$ cat src/rtl/led_ctrl_pkg.sv
// Shared definitions for the LED ring control path: ring geometry, colour codes,
// handshake FSM states and the frame payload sent to led_ring_driver.
package led_ctrl_pkg;

    localparam int unsigned NUM_LEDS = 12;
    localparam int unsigned POS_W    = 4;
    localparam int unsigned COLOUR_W = 2;
    localparam int unsigned INT_W    = 8;

    localparam logic [COLOUR_W-1:0] COLOUR_RED   = 2'b01;
    localparam logic [COLOUR_W-1:0] COLOUR_GREEN = 2'b10;
    localparam logic [COLOUR_W-1:0] COLOUR_AMBER = 2'b11;

    localparam int unsigned STATE_W = 2;
    localparam logic [STATE_W-1:0] IDLE      = 2'd0;
    localparam logic [STATE_W-1:0] WAIT_BUSY = 2'd1;
    localparam logic [STATE_W-1:0] WAIT_DONE = 2'd2;

    typedef struct packed {
        logic [NUM_LEDS-1:0] led_mask;
        logic [COLOUR_W-1:0] colour;
        logic [INT_W-1:0]    intensity;
    } frame_t;

    // Colour sequence skips 00 so the ring is never dark.
    function automatic logic [COLOUR_W-1:0] next_colour(input logic [COLOUR_W-1:0] c);
        case (c)
            COLOUR_RED:   return COLOUR_GREEN;
            COLOUR_GREEN: return COLOUR_AMBER;
            default:      return COLOUR_RED;
        endcase
    endfunction

    function automatic logic [NUM_LEDS-1:0] pos_to_mask(input logic [POS_W-1:0] p);
        return NUM_LEDS'(1) << p;
    endfunction

endpackage

$ cat src/rtl/input_debouncer.sv
// Two-flop synchroniser followed by a stability filter; output idles high.
module input_debouncer #(
    parameter int unsigned DEBOUNCE_CYCLES = 400
) (
    input  logic clk,
    input  logic res_n,
    input  logic din,
    output logic dout
);

    localparam int unsigned CNT_W = $clog2(DEBOUNCE_CYCLES + 1);

    logic             sync1_q;
    logic             sync2_q;
    logic [CNT_W-1:0] cnt_q;

    always_ff @(posedge clk or negedge res_n) begin
        if (!res_n) begin
            sync1_q <= 1'b1;
            sync2_q <= 1'b1;
        end else begin
            sync1_q <= din;
            sync2_q <= sync1_q;
        end
    end

    // Count consecutive samples that disagree with the output; any agreeing sample restarts.
    always_ff @(posedge clk or negedge res_n) begin
        if (!res_n) begin
            cnt_q <= '0;
            dout  <= 1'b1;
        end else if (sync2_q == dout) begin
            cnt_q <= '0;
        end else if (cnt_q == CNT_W'(DEBOUNCE_CYCLES - 1)) begin
            cnt_q <= '0;
            dout  <= sync2_q;
        end else begin
            cnt_q <= cnt_q + CNT_W'(1);
        end
    end

endmodule

$ cat src/rtl/rotary_encoder_ctrl.sv
// Rotary encoder front end for led_ring_driver: turns detents and switch clicks into
// position/colour/intensity and hands changed frames to the driver via refresh/busy.
module rotary_encoder_ctrl
    import led_ctrl_pkg::*;
#(
    parameter int unsigned      DEBOUNCE_CYCLES = 400,
    parameter logic [INT_W-1:0] INTENSITY_INIT  = 8'h20,
    parameter logic [INT_W-1:0] INTENSITY_STEP  = 8'h10,
    parameter int unsigned      BUSY_WAIT       = 4
) (
    input  logic                clk,
    input  logic                res_n,
    input  logic                enc_a,
    input  logic                enc_b,
    input  logic                enc_sw_n,
    input  logic                busy,
    output logic                refresh,
    output logic [NUM_LEDS-1:0] led_mask,
    output logic [COLOUR_W-1:0] colour,
    output logic [INT_W-1:0]    intensity,
    output logic [POS_W-1:0]    position
);

    localparam int unsigned BW_W = $clog2(BUSY_WAIT + 1);

    logic a_db;
    logic b_db;
    logic sw_db_n;

    input_debouncer #(.DEBOUNCE_CYCLES(DEBOUNCE_CYCLES)) u_db_a (
        .clk(clk), .res_n(res_n), .din(enc_a), .dout(a_db));
    input_debouncer #(.DEBOUNCE_CYCLES(DEBOUNCE_CYCLES)) u_db_b (
        .clk(clk), .res_n(res_n), .din(enc_b), .dout(b_db));
    input_debouncer #(.DEBOUNCE_CYCLES(DEBOUNCE_CYCLES)) u_db_sw (
        .clk(clk), .res_n(res_n), .din(enc_sw_n), .dout(sw_db_n));

    logic                a_prev_q,    a_prev_nxt;
    logic                sw_prev_q,   sw_prev_nxt;
    logic [POS_W-1:0]    pos_q,       pos_nxt;
    logic [COLOUR_W-1:0] colour_w_q,  colour_w_nxt;
    logic [INT_W-1:0]    int_w_q,     int_w_nxt;
    logic                rot_held_q,  rot_held_nxt;
    logic                dirty_q,     dirty_nxt;
    logic [STATE_W-1:0]  state_q,     state_nxt;
    logic [BW_W-1:0]     wait_cnt_q,  wait_cnt_nxt;
    logic                refresh_q,   refresh_nxt;
    frame_t              frame_q,     frame_nxt;

    logic step_c;
    logic cw_c;
    logic held_c;
    logic release_c;
    logic changed_c;

    assign step_c    = a_db & ~a_prev_q;
    assign cw_c      = ~b_db;
    // Held is judged on the previous switch level so a step coinciding with release still adjusts intensity.
    assign held_c    = ~sw_prev_q;
    assign release_c = sw_db_n & ~sw_prev_q;

    always_comb begin
        a_prev_nxt   = a_db;
        sw_prev_nxt  = sw_db_n;
        pos_nxt      = pos_q;
        colour_w_nxt = colour_w_q;
        int_w_nxt    = int_w_q;
        rot_held_nxt = rot_held_q;
        dirty_nxt    = dirty_q;
        state_nxt    = state_q;
        wait_cnt_nxt = wait_cnt_q;
        refresh_nxt  = 1'b0;
        frame_nxt    = frame_q;

        if (step_c) begin
            if (held_c) begin
                rot_held_nxt = 1'b1;
                if (cw_c) begin
                    int_w_nxt = (int_w_q > (8'hFF - INTENSITY_STEP)) ? 8'hFF
                                                                     : int_w_q + INTENSITY_STEP;
                end else begin
                    int_w_nxt = (int_w_q < INTENSITY_STEP) ? 8'h00 : int_w_q - INTENSITY_STEP;
                end
            end else if (cw_c) begin
                pos_nxt = (pos_q == POS_W'(NUM_LEDS - 1)) ? '0 : pos_q + POS_W'(1);
            end else begin
                pos_nxt = (pos_q == '0) ? POS_W'(NUM_LEDS - 1) : pos_q - POS_W'(1);
            end
        end

        if (release_c) begin
            if (!rot_held_q && !step_c) begin
                colour_w_nxt = next_colour(colour_w_q);
            end
            rot_held_nxt = 1'b0;
        end

        changed_c = (pos_nxt != pos_q) || (colour_w_nxt != colour_w_q) || (int_w_nxt != int_w_q);

        case (state_q)
            IDLE: begin
                if (dirty_q && !busy) begin
                    frame_nxt.led_mask  = pos_to_mask(pos_q);
                    frame_nxt.colour    = colour_w_q;
                    frame_nxt.intensity = int_w_q;
                    refresh_nxt         = 1'b1;
                    dirty_nxt           = 1'b0;
                    wait_cnt_nxt        = '0;
                    state_nxt           = WAIT_BUSY;
                end
            end
            WAIT_BUSY: begin
                if (busy) begin
                    state_nxt = WAIT_DONE;
                end else if (wait_cnt_q == BW_W'(BUSY_WAIT - 1)) begin
                    // Driver never acknowledged: treat the frame as lost and resend.
                    dirty_nxt = 1'b1;
                    state_nxt = IDLE;
                end else begin
                    wait_cnt_nxt = wait_cnt_q + BW_W'(1);
                end
            end
            WAIT_DONE: begin
                if (!busy) begin
                    state_nxt = IDLE;
                end
            end
            default: state_nxt = IDLE;
        endcase

        if (changed_c) begin
            dirty_nxt = 1'b1;
        end
    end

    always_ff @(posedge clk or negedge res_n) begin
        if (!res_n) begin
            a_prev_q   <= 1'b1;
            sw_prev_q  <= 1'b1;
            pos_q      <= '0;
            colour_w_q <= COLOUR_RED;
            int_w_q    <= INTENSITY_INIT;
            rot_held_q <= 1'b0;
            dirty_q    <= 1'b1;
            state_q    <= IDLE;
            wait_cnt_q <= '0;
            refresh_q  <= 1'b0;
            frame_q    <= '{led_mask: NUM_LEDS'(1), colour: COLOUR_RED, intensity: INTENSITY_INIT};
        end else begin
            a_prev_q   <= a_prev_nxt;
            sw_prev_q  <= sw_prev_nxt;
            pos_q      <= pos_nxt;
            colour_w_q <= colour_w_nxt;
            int_w_q    <= int_w_nxt;
            rot_held_q <= rot_held_nxt;
            dirty_q    <= dirty_nxt;
            state_q    <= state_nxt;
            wait_cnt_q <= wait_cnt_nxt;
            refresh_q  <= refresh_nxt;
            frame_q    <= frame_nxt;
        end
    end

    assign refresh   = refresh_q;
    assign led_mask  = frame_q.led_mask;
    assign colour    = frame_q.colour;
    assign intensity = frame_q.intensity;
    assign position  = pos_q;

endmodule

$ cat config.mk
export PLATFORM = sky130hd
export DESIGN_NAME = rotary_encoder_ctrl
export DESIGN_NICKNAME = d
export VERILOG_FILES = /design/src/rtl/led_ctrl_pkg.sv /design/src/rtl/input_debouncer.sv /design/src/rtl/rotary_encoder_ctrl.sv
export SDC_FILE = /design/constraint.sdc
export NUM_CORES = 1
export LEC_CHECK = 0
export CAP_MARGIN = 20
export CORE_ASPECT_RATIO = 1.1
export CORE_MARGIN = 5
export CORE_UTILIZATION = 60
export CTS_BUF_LIST = sky130_fd_sc_hd__clkbuf_4 sky130_fd_sc_hd__clkbuf_8 sky130_fd_sc_hd__clkbuf_16
export DETAILED_ROUTE_END_ITERATION = 10
export DONT_BUFFER_PORTS = 1
export PLACE_DENSITY = 0.76
export SLEW_MARGIN = 20
export SYNTH_ARGS = -nofsm -noshare
export SYNTH_HDL_FRONTEND = slang
export SYNTH_SLANG_ARGS = --single-unit
$ cat constraint.sdc
create_clock -name clk -period 6.35 [get_ports clk]
set_clock_uncertainty 0.15 [all_clocks]
set_input_delay 1.27 -clock clk [delete_from_list [all_inputs] [get_ports clk]]
set_output_delay 1.27 -clock clk [all_outputs]
set_load 0.03 [all_outputs]
**Word-level counts from Yosys, hierarchy flattened**

Index checks and enable logic that the tools add are counted.

- Add/subtract/negate cells: 8
- Magnitude comparators: 2
- Equal/unequal tests: 24
- Shift operators: 1
- Multiplexer cells: 38
- Bitwise operators: 7
- Reductions and logical operators: 20

Operators by type and width:

| operator | number |
|---|---|
| 9-bit two-way mux | 6 |
| 8-bit two-way mux | 5 |
| 9-bit by 1-bit adder with 9-bit output, second input constant | 3 |
| 9-bit == test, second input constant | 3 |
| 4-bit two-way mux | 5 |
| 2-bit two-way mux | 6 |
| 3-bit inequality test, second input constant | 4 |
| 1-bit by 4-bit << shifter with 12-bit output, first input constant | 1 |
| 2-bit AND reduction | 5 |
| 1-bit two-way mux | 9 |
| 3-bit two-way mux | 3 |
| 8-bit by 5-bit adder with 8-bit output, second input constant | 1 |
| 8-bit greater-than comparator, second input constant | 1 |
| 8-bit by 5-bit < comparator with 1-bit output, second input constant | 1 |
| 2-bit inequality test, second input constant | 4 |
| 8-bit inequality test | 1 |
| 4-bit AND reduction | 2 |
| 8-bit by 5-bit subtractor with 8-bit output, second input constant | 1 |
| 2-bit case mux with 3 select lines | 1 |
| 3-bit case mux with 2 select lines | 1 |
| 1-bit inverter | 5 |
| 4-bit by 1-bit adder with 4-bit output, second input constant | 1 |
| 2-bit by 1-bit == test with 1-bit output, second input constant | 2 |
| 2-bit == test, second input constant | 2 |
| other kinds (19) | 27 |

- Register bits: 82
- Output and inout bits: 27
- Word-level logic and storage cells: 125

**Logic depth before layout (Yosys ltp)**

Gate-level depths: netlist of the first run.

- Word-level depth: 11
- Depth in mapped cells: 9
- Depth with buffers taken out: 8

**By module**

From an unflattened synthesis of the first run, not the netlist that was laid out.

- Cells, all modules: 402
- Area, all modules: 4,120.2 µm²

By module, submodules not included:

| module | instances | cells each | area an instance (µm²) |
|---|---|---|---|
| rotary_encoder_ctrl | 1 | 252 | 2,449.8 |
| input_debouncer | 3 | 50 | 556.8 |

**Worst setup path before layout of the first run**

Ideal clock, no wire load.

- Path type: input to register
- Start: input port busy
- End: register dirty_q
- Data arrival time: 2.400 ns
- Data required time: 6.103 ns
- Path slack: 3.703 ns
- Cell stages on the path: 6
- Cells stage by stage: or2_1 > nor2_1 > o32ai_1 > or4_1 > nor4_2 > o2111ai_1

- Longest elaborated chain between the ends: 4

Ends and longest elaborated chain:

| element | line | source |
|---|---|---|
| from (decl) | rotary_encoder_ctrl.sv:16 | `input logic busy,` |
| 1-bit zero test | n/a |  |
| 1-bit logical AND | rotary_encoder_ctrl.sv:101 | `if (dirty_q && !busy) begin` |
| 3-bit inequality test (no line) | n/a |  |
| 4-bit AND reduction (no line) * | n/a |  |
| to (signal assigned) | rotary_encoder_ctrl.sv:155 | `dirty_q <= dirty_nxt;` |
| to (decl) | rotary_encoder_ctrl.sv:43 | `logic dirty_q, dirty_nxt;` |

Mark *: on every way between the ends. The rest lies on a longest branch, timed or not.
A chain may end at the register's enable or synchronous reset.

**Worst setup path after layout of the first run**

- Start: register pos_q[0] (netlist: position[0])
- End: register dirty_q

- Longest elaborated chain between the ends: 10

Ends and longest elaborated chain:

| element | line | source |
|---|---|---|
| from (decl) | rotary_encoder_ctrl.sv:39 | `logic [POS_W-1:0] pos_q, pos_nxt;` |
| from (signal assigned) | rotary_encoder_ctrl.sv:151 | `pos_q <= pos_nxt;` |
| 4-bit by 1-bit adder with 4-bit output (tied with other cells) | rotary_encoder_ctrl.sv:84 | `pos_nxt = (pos_q == POS_W'(NUM_LEDS - 1)) ? '0 : pos_q + POS_W'(1);` |
| 4-bit two-way mux, on equally long branches | rotary_encoder_ctrl.sv:84, rotary_encoder_ctrl.sv:86 |  |
| 4-bit two-way mux | rotary_encoder_ctrl.sv:83 | `end else if (cw_c) begin` |
| 4-bit two-way mux | rotary_encoder_ctrl.sv:75 | `if (held_c) begin` |
| 4-bit two-way mux | rotary_encoder_ctrl.sv:74 | `if (step_c) begin` |
| 4-bit inequality test * | rotary_encoder_ctrl.sv:97 | `changed_c = (pos_nxt != pos_q) \|\| (colour_w_nxt != colour_w_q) \|\| (int_w_nxt != int_w_q);` |
| 1-bit logical OR * (2 in a row) | rotary_encoder_ctrl.sv:97 |  |
| 3-bit inequality test (no line) or 3-bit nonzero test (tied branches) | n/a |  |
| 4-bit AND reduction (no line) | n/a |  |

Marked as above.

==> results.sh, run 1 <==
export IMPL_status="complete, no violations"
export IMPL_areaGrowthSynthToFinish_pct=6.86
export IMPL_ant_nets=0
export IMPL_die_h_um=95.2
export IMPL_cts_resized=0
export IMPL_clock_path_buffers=2
export IMPL_portBuffers=0
export IMPL_switching_share_pct=27.5
export IMPL_rsz0062_at_grt="false"
export IMPL_holdPathStages=0
export IMPL_clockRootBuffer="clkbuf_8"
export IMPL_hold_path_endpoint="u_db_b.sync2_q"
export IMPL_cts_hold_buf=0
export IMPL_p_leak_nw=1.86
export IMPL_synth_area_top_cells="dfrtp_1 (41%), dfstp_2 (11%), ha_1 (5.1%), nor2_1 (4.6%), nand2_1 (4.1%)"
export IMPL_yosys_warnings=0
export IMPL_viasPerCell=5.76
export IMPL_cp_slowest_cell="dfrtp_1"
export IMPL_grt_usage_pct=18.6
export IMPL_overflow=0
export IMPL_synth_cell_type_count=50
export IMPL_p_int_uw=844
export IMPL_wl_met1_um=3030
export IMPL_numCtsBuffers=9
export IMPL_setup_viol=0
export IMPL_diodes=0
export IMPL_finalNetCount=407
export IMPL_wl_per_cell_um=14.8
export IMPL_cp_start_kind="flip-flop"
export IMPL_drtPass1Iterations=4
export IMPL_cts_sinks=82
export IMPL_rrSetupSlack_ns=3.65
export IMPL_cp_buffers_inverters=1
export IMPL_hp_class="reg2reg"
export IMPL_path_max_fanout=11
export IMPL_r2r_cells=8
export IMPL_ys_seq_area_share_pct=52.4
export IMPL_drive_gt1_share_pct=12.8
export IMPL_finalSetupTns_ns=0
export IMPL_grt_pass1_wl_um=12300
export IMPL_synthArstFlopShare_pct=100
export IMPL_power_density_nw_per_um2=275
export IMPL_synth_fp_nets=410
export IMPL_grt_max_degree=83
export IMPL_routed_top_layer="met4"
export IMPL_cts_clk_slew_worst_paths_ns=0.09
export IMPL_crit_chain="inv_1 > ha_1 > nor2b_1 > and2_1 > o32ai_1 > or4_1 > nor4_2 > o2111ai_1"
export IMPL_hpwl_um=4730
export IMPL_worst_setup_path_end_kind="flip-flop"
export IMPL_dr_wl_met2_um=3500
export IMPL_synth_area_per_cell_sq_um=10.2
export IMPL_netlist_area_sq_um=3960
export IMPL_p_seq_share_pct=57.5
export IMPL_comb_power_share_pct=6.2
export IMPL_hold_ws_ns=0.198
export IMPL_netlist_instances=388
export IMPL_antenna_found_initial=0
export IMPL_routabilityCongestion=0.816
export IMPL_wl_met3_um=357
export IMPL_die_area_sq_um=8320
export IMPL_remaining_drc_errors=0
export IMPL_fmax_mhz=370
export IMPL_synth_edf_count=0
export IMPL_drt_iter0_drc=95
export IMPL_power_frac_clock_pct=36.2
export IMPL_rows=31
export IMPL_reg2reg_from="position[0]"
export IMPL_start_util_pct=60.8
export IMPL_vdd_drop_max_mv=0.184
export IMPL_yosysTopAreaCell="dfrtp_1"
export IMPL_p_sw_uw=320
export IMPL_io_pins=33
export IMPL_clk_latency_ns=0.35
export IMPL_crit_family="simple AND/OR/NAND/NOR gates"
export IMPL_path_class="reg2reg"
export IMPL_max_slew_worst_pin_slew_ns=0.643
export IMPL_cts_htree_levels=3
export IMPL_max_stage_delay_ns=0.62
export IMPL_synth_ff_type="dfrtp_1"
export IMPL_relSlewSlack_pct=57.1
export IMPL_die_x_um=87.4
export IMPL_slew_viol_final=0
export IMPL_area_sequential_sq_um=2070
export IMPL_finalWirelength_um=7000
export IMPL_cts_tree="yes"
export IMPL_hp_start="u_db_b.sync1_q"
export IMPL_period_share_pct=42.5
export IMPL_cp_required_ns=6.45
export IMPL_postCtsSetupBuffers=0
export IMPL_synthDominantCellAreaShare_pct=41.1
export IMPL_multiInputGateArea_sq_um=1790
export IMPL_fin_crit_ns=2.70
export IMPL_rr_endpoint="dirty_q"
export IMPL_worstPathArrival_ns=2.80
export IMPL_fill_cells=504
export IMPL_cap_violations=0
export IMPL_coreArea_sq_um=6520
export IMPL_grt_pass1_vias=2790
export IMPL_ys_ff_latch=82
export IMPL_vias=2717
export IMPL_hold_viol=0
==> through the flow <==
stage	std cells	worst slack [ns]	utilization [%]	area, sq um	power, mW
global placement	456	3.38	61.4	4000	0.747
global route	472	3.44	64.9	4230	1.22
finish	472	3.65	64.9	4230	1.16
floorplan	388	3.70	-	3960	0.733
CTS	472	3.67	64.9	4230	1.18
detailed placement	456	3.31	61.4	4000	0.755
==> area by class of cell <==
cell class              count  area share (%)
clock inverters             6            2.13
clock buffers              10            3.25
multi-input cells         282            42.3
well taps                  82            2.43
inverters                  10           0.887
flip-flops and latches     82            49.0
==> flip-flops by register name (all words and copies together), names as in the netlist, 2 cells and up <==
register and cells:
state_q 2, u_db_sw.cnt_q 9, position 4, led_mask 12
u_db_b.cnt_q 9, int_w_q 8, colour 2, colour_w_q 2
wait_cnt_q 3, intensity 8, u_db_a.cnt_q 9
==> cell families (layout without fill, tap and decap cells) <==
logic type,count (synthesis),count (layout),synth area share [%]
adder cells (fa/ha/maj),16,16,5.06
multiplexers,12,12,3.38
buffers and inverters,24,26,2.43
AO/OA/AOI/OAI,69,69,11.0
flip-flops,82,82,52.4
AND/OR/NAND/NOR,154,154,18.9
XOR/XNOR,31,31,6.86
==> synth_stat cells (5+ instances only) <==
master,count
a21oi_1,14
and3_1,10
buf_2,5
clkbuf_1,7
dfrtp_1,65
dfstp_2,17
ha_1,16
inv_1,10
mux2_2,11
nand2_1,43
nand2b_1,7
nand3_1,15
nor2_1,48
nor3_1,5
o21ai_0,18
o21ai_1,12
xnor2_1,16
xor2_1,15
==> cell usage in the layout, fill, tap and decap left out, types with 2 or more instances in the layout <==
master	instances
dfrtp_1	65
nor2b_1	4
o21ai_1	12
nand3_1	15
a211oi_1	4
nand2_1	43
nand2b_1	7
and4_1	2
or3_1	3
xor2_1	15
a21oi_1	14
o31ai_1	2
inv_1	10
xnor2_1	16
nor3_1	5
nor4b_1	3
a22o_1	4
and2_1	3
ha_1	16
bufinv_16	2
dfstp_2	17
nor2_1	48
clkinv_4	2
o21ai_0	18
clkbuf_8	10
a31oi_1	3
mux2_2	11
and3_1	10
nand4_1	2
==> power by group through the flow <==
stage / combinational (mW) / clock, mW / sequential [mW]
after floorplan: 0.0632 / 0 / 0.670
after global placement: 0.0685 / 0 / 0.679
after detailed placement: 0.0733 / 0 / 0.681
after CTS: 0.0736 / 0.431 / 0.671
after global routing: 0.0854 / 0.456 / 0.678
final: 0.0727 / 0.422 / 0.669
==> layer usage <==
layer | GRT usage, % | vias up
met5 | 0 | -
met4 | 7.42 | 0
met3 | 5.79 | 8
met2 | 31.3 | 48
met1 | 22.2 | 1329
li1 | - | 1332
==> worst max path at each step <==
stage	from	endpoint	cells after the start	slack [ns]
6_report	position[0]	dirty_q	8	3.65
5_1_grt	position[0]	dirty_q	8	3.44
4_1_cts	position[0]	dirty_q	8	3.67
3_5_place_dp	busy	intensity[3]	3	3.31
3_3_place_gp	busy	intensity[3]	3	3.38
2_1_floorplan	busy	dirty_q	6	3.70
(Power assumes the default switching activity.)
==> run 2: changes to the inputs <==
Settings changed: CORE_UTILIZATION 60 to 57, PLACE_DENSITY 0.76 to 0.75.
Clock period 6.35 ns to 2.2 ns, I/O delays scaled along.
==> run 2 against run 1 <==
- the run now ends with negative hold slack left
- hold slack worse by 0.57 ns
- non-clock buffer count up 28
- via count up 4.5%
- power rose to 2.8 times the previous value
- combinational power rose to 3.0 times the previous value
- sequential share of layout area down 3.2 points
- wire length up 7.9%
==> results.sh, run 2 (same netlist as run 1, synthesis figures left out) <==
export IMPL_worst_setup_path_end_kind="flip-flop"
export IMPL_cp_start_kind="flip-flop"
export IMPL_rsz0062_at_grt="false"
export IMPL_cts_htree_levels=3
export IMPL_rr_endpoint="dirty_q"
export IMPL_cts_hold_buf=3
export IMPL_p_total_mw=3.31
export IMPL_cp_slowest_cell="or4_1"
export IMPL_portBuffers=0
export IMPL_diodes=0
export IMPL_max_slew_worst_pin_slew_ns=0.621
export IMPL_grt_max_degree=83
export IMPL_r2r_cells=7
export IMPL_die_area_sq_um=8710
export IMPL_fmax_mhz=482
export IMPL_rows=31
export IMPL_final_cell_mix="dfrtp_1 (62), nor2_1 (48), nand2_1 (43)"
export IMPL_grt_usage_pct=18.9
export IMPL_power_density_nw_per_um2=729
export IMPL_drtPass1Iterations=4
export IMPL_clockRootBuffer="clkbuf_8"
export IMPL_period_share_pct=94.4
export IMPL_fill_cells=496
export IMPL_ant_nets=0
export IMPL_cpMostUsedCell="ha_4"
export IMPL_setup_viol=0
export IMPL_hold_viol=82
export IMPL_relSlewSlack_pct=58.6
export IMPL_rrSetupSlack_ns=0.12
export IMPL_clk_latency_ns=0.35
export IMPL_cp_buffers_inverters=0
export IMPL_fin_crit_ns=2.08
export IMPL_die_x_um=89.5
export IMPL_grt_pass1_vias=2866
export IMPL_areaGrowthSynthToFinish_pct=14.6
export IMPL_routabilityCongestion=0.860
export IMPL_placed_area_sq_um=4170
export IMPL_finalSetupTns_ns=0
export IMPL_status="complete, but fails checks"
export IMPL_max_stage_delay_ns=0.52
export IMPL_overflow=0
export IMPL_worstPathArrival_ns=2.18
export IMPL_finalNetCount=435
export IMPL_hpwl_um=5180
export IMPL_placed_cells=476
export IMPL_clock_path_buffers=2
export IMPL_cts_sinks=82
export IMPL_crit_path_end="dirty_q"
export IMPL_layout_cells_non_filler=500
export IMPL_path_class="reg2reg"
export IMPL_io_pins=33
export IMPL_hold_ws_ns=-0.374
export IMPL_hp_class="in2async"
export IMPL_cts_clk_slew_worst_paths_ns=0.08
export IMPL_crit_path_start="position[1]"
export IMPL_cap_violations=0
export IMPL_cp_required_ns=2.31
export IMPL_path_max_fanout=4
export IMPL_layout_commonest_cell="dfrtp_1"
export IMPL_vdd_drop_max_mv=0.508
export IMPL_viasPerCell=5.68
export IMPL_numCtsBuffers=9
export IMPL_crit_chain="ha_4 > ha_4 > a211o_1 > nor3_1 > or4_1 > nor4_2 > o2111ai_1"
export IMPL_slew_viol_final=0
export IMPL_crit_family="simple AND/OR/NAND/NOR gates"
export IMPL_violations="negative hold slack"
export IMPL_reg2reg_from="position[1]"
export IMPL_vias=2839
export IMPL_antenna_found_initial=0
export IMPL_p_leak_nw=2.01
export IMPL_finalWirelength_um=7550
export IMPL_largest_reg_flops=12
export IMPL_final_area_sq_um=4540
export IMPL_cts_tree="yes"
export IMPL_die_h_um=97.4
export IMPL_coreArea_sq_um=6670
export IMPL_remaining_drc_errors=0
export IMPL_drive_gt1_share_pct=22.0
export IMPL_grt_pass1_wl_um=13100
export IMPL_start_util_pct=59.3
export IMPL_wl_per_cell_um=15.1
export IMPL_drt_iter0_drc=187
export IMPL_cp_depth=7
-- run 2: changes by cell type in the layout (fill, tap and decap cells not counted), sizes merged --
cell | before | now
bufinv | 2 | 1
buf | 0 | 25
dlygate4sd3 | 0 | 3
clkinv | 3 | 1
clkinvlp | 1 | 0
clkbuf | 10 | 14
-- run 2: where the power goes --
| group | internal (mW) | switching (mW) | leakage (nW) |
|---|---|---|---|
| registers | 1.66 | 0.279 | 1.06 |
| logic | 0.115 | 0.101 | 0.835 |
| clock network | 0.642 | 0.512 | 0.114 |
-- run 2: worst min path at each step --
stage          startpoint             to  slack (ns)  cells past startpoint
2_1_floorplan       res_n      colour[1]      -0.006                      0
3_3_place_gp        res_n  wait_cnt_q[1]      -0.003                      0
3_5_place_dp        res_n  wait_cnt_q[1]      -0.002                      0
4_1_cts             res_n   intensity[7]       -0.39                      0
5_1_grt             res_n    led_mask[7]       -0.40                      0
6_report            res_n  wait_cnt_q[1]       -0.37                      0
-- run 2: layer usage --
metal  up-vias  GRT usage, %  wire (um)
met5         -             0          0
met4         0          7.79        140
met3        15          5.00        386
met2        65          30.6       3820
met1      1373          23.4       3210
li1       1386             -          -
-- run 2: layout make-up --
class / count / area (sq um) / share of cell area [%]
multi-input cells: 282 / 1890 / 41.6
flip-flops and latches: 82 / 2080 / 45.8
repair buffers: 28 / 218 / 4.80
well taps: 82 / 103 / 2.26
clock buffers: 14 / 180 / 3.97
clock inverters: 2 / 35.0 / 0.772
inverters: 10 / 37.5 / 0.828
-- run 2: per-stage QoR --
step	utilization, %	hold WS (ns)	setup slack [ns]
3_3_place_gp	62.6	-0.00261	0.0573
2_1_floorplan	-	-0.00559	0.000419
3_5_place_dp	62.6	-0.00229	0.0169
5_1_grt	68.0	-0.399	0.00388
6_report	68.0	-0.374	0.124
4_1_cts	66.7	-0.391	0.000593
-- run 2: what timing repair did --
action,in CTS,in global routing
resized for setup,3,11
pin swaps,0,4
endpoints found under the hold margin,85,82
setup endpoints to repair,1,1
setup buffers,3,2
-- run 2: worst register-to-register path: stages (launching register included) --
cell and delay (ns):
dfrtp_2 0.45, ha_4 0.19, ha_4 0.26, a211o_1 0.09, nor3_1 0.04, or4_1 0.52
nor4_2 0.15, o2111ai_1 0.14
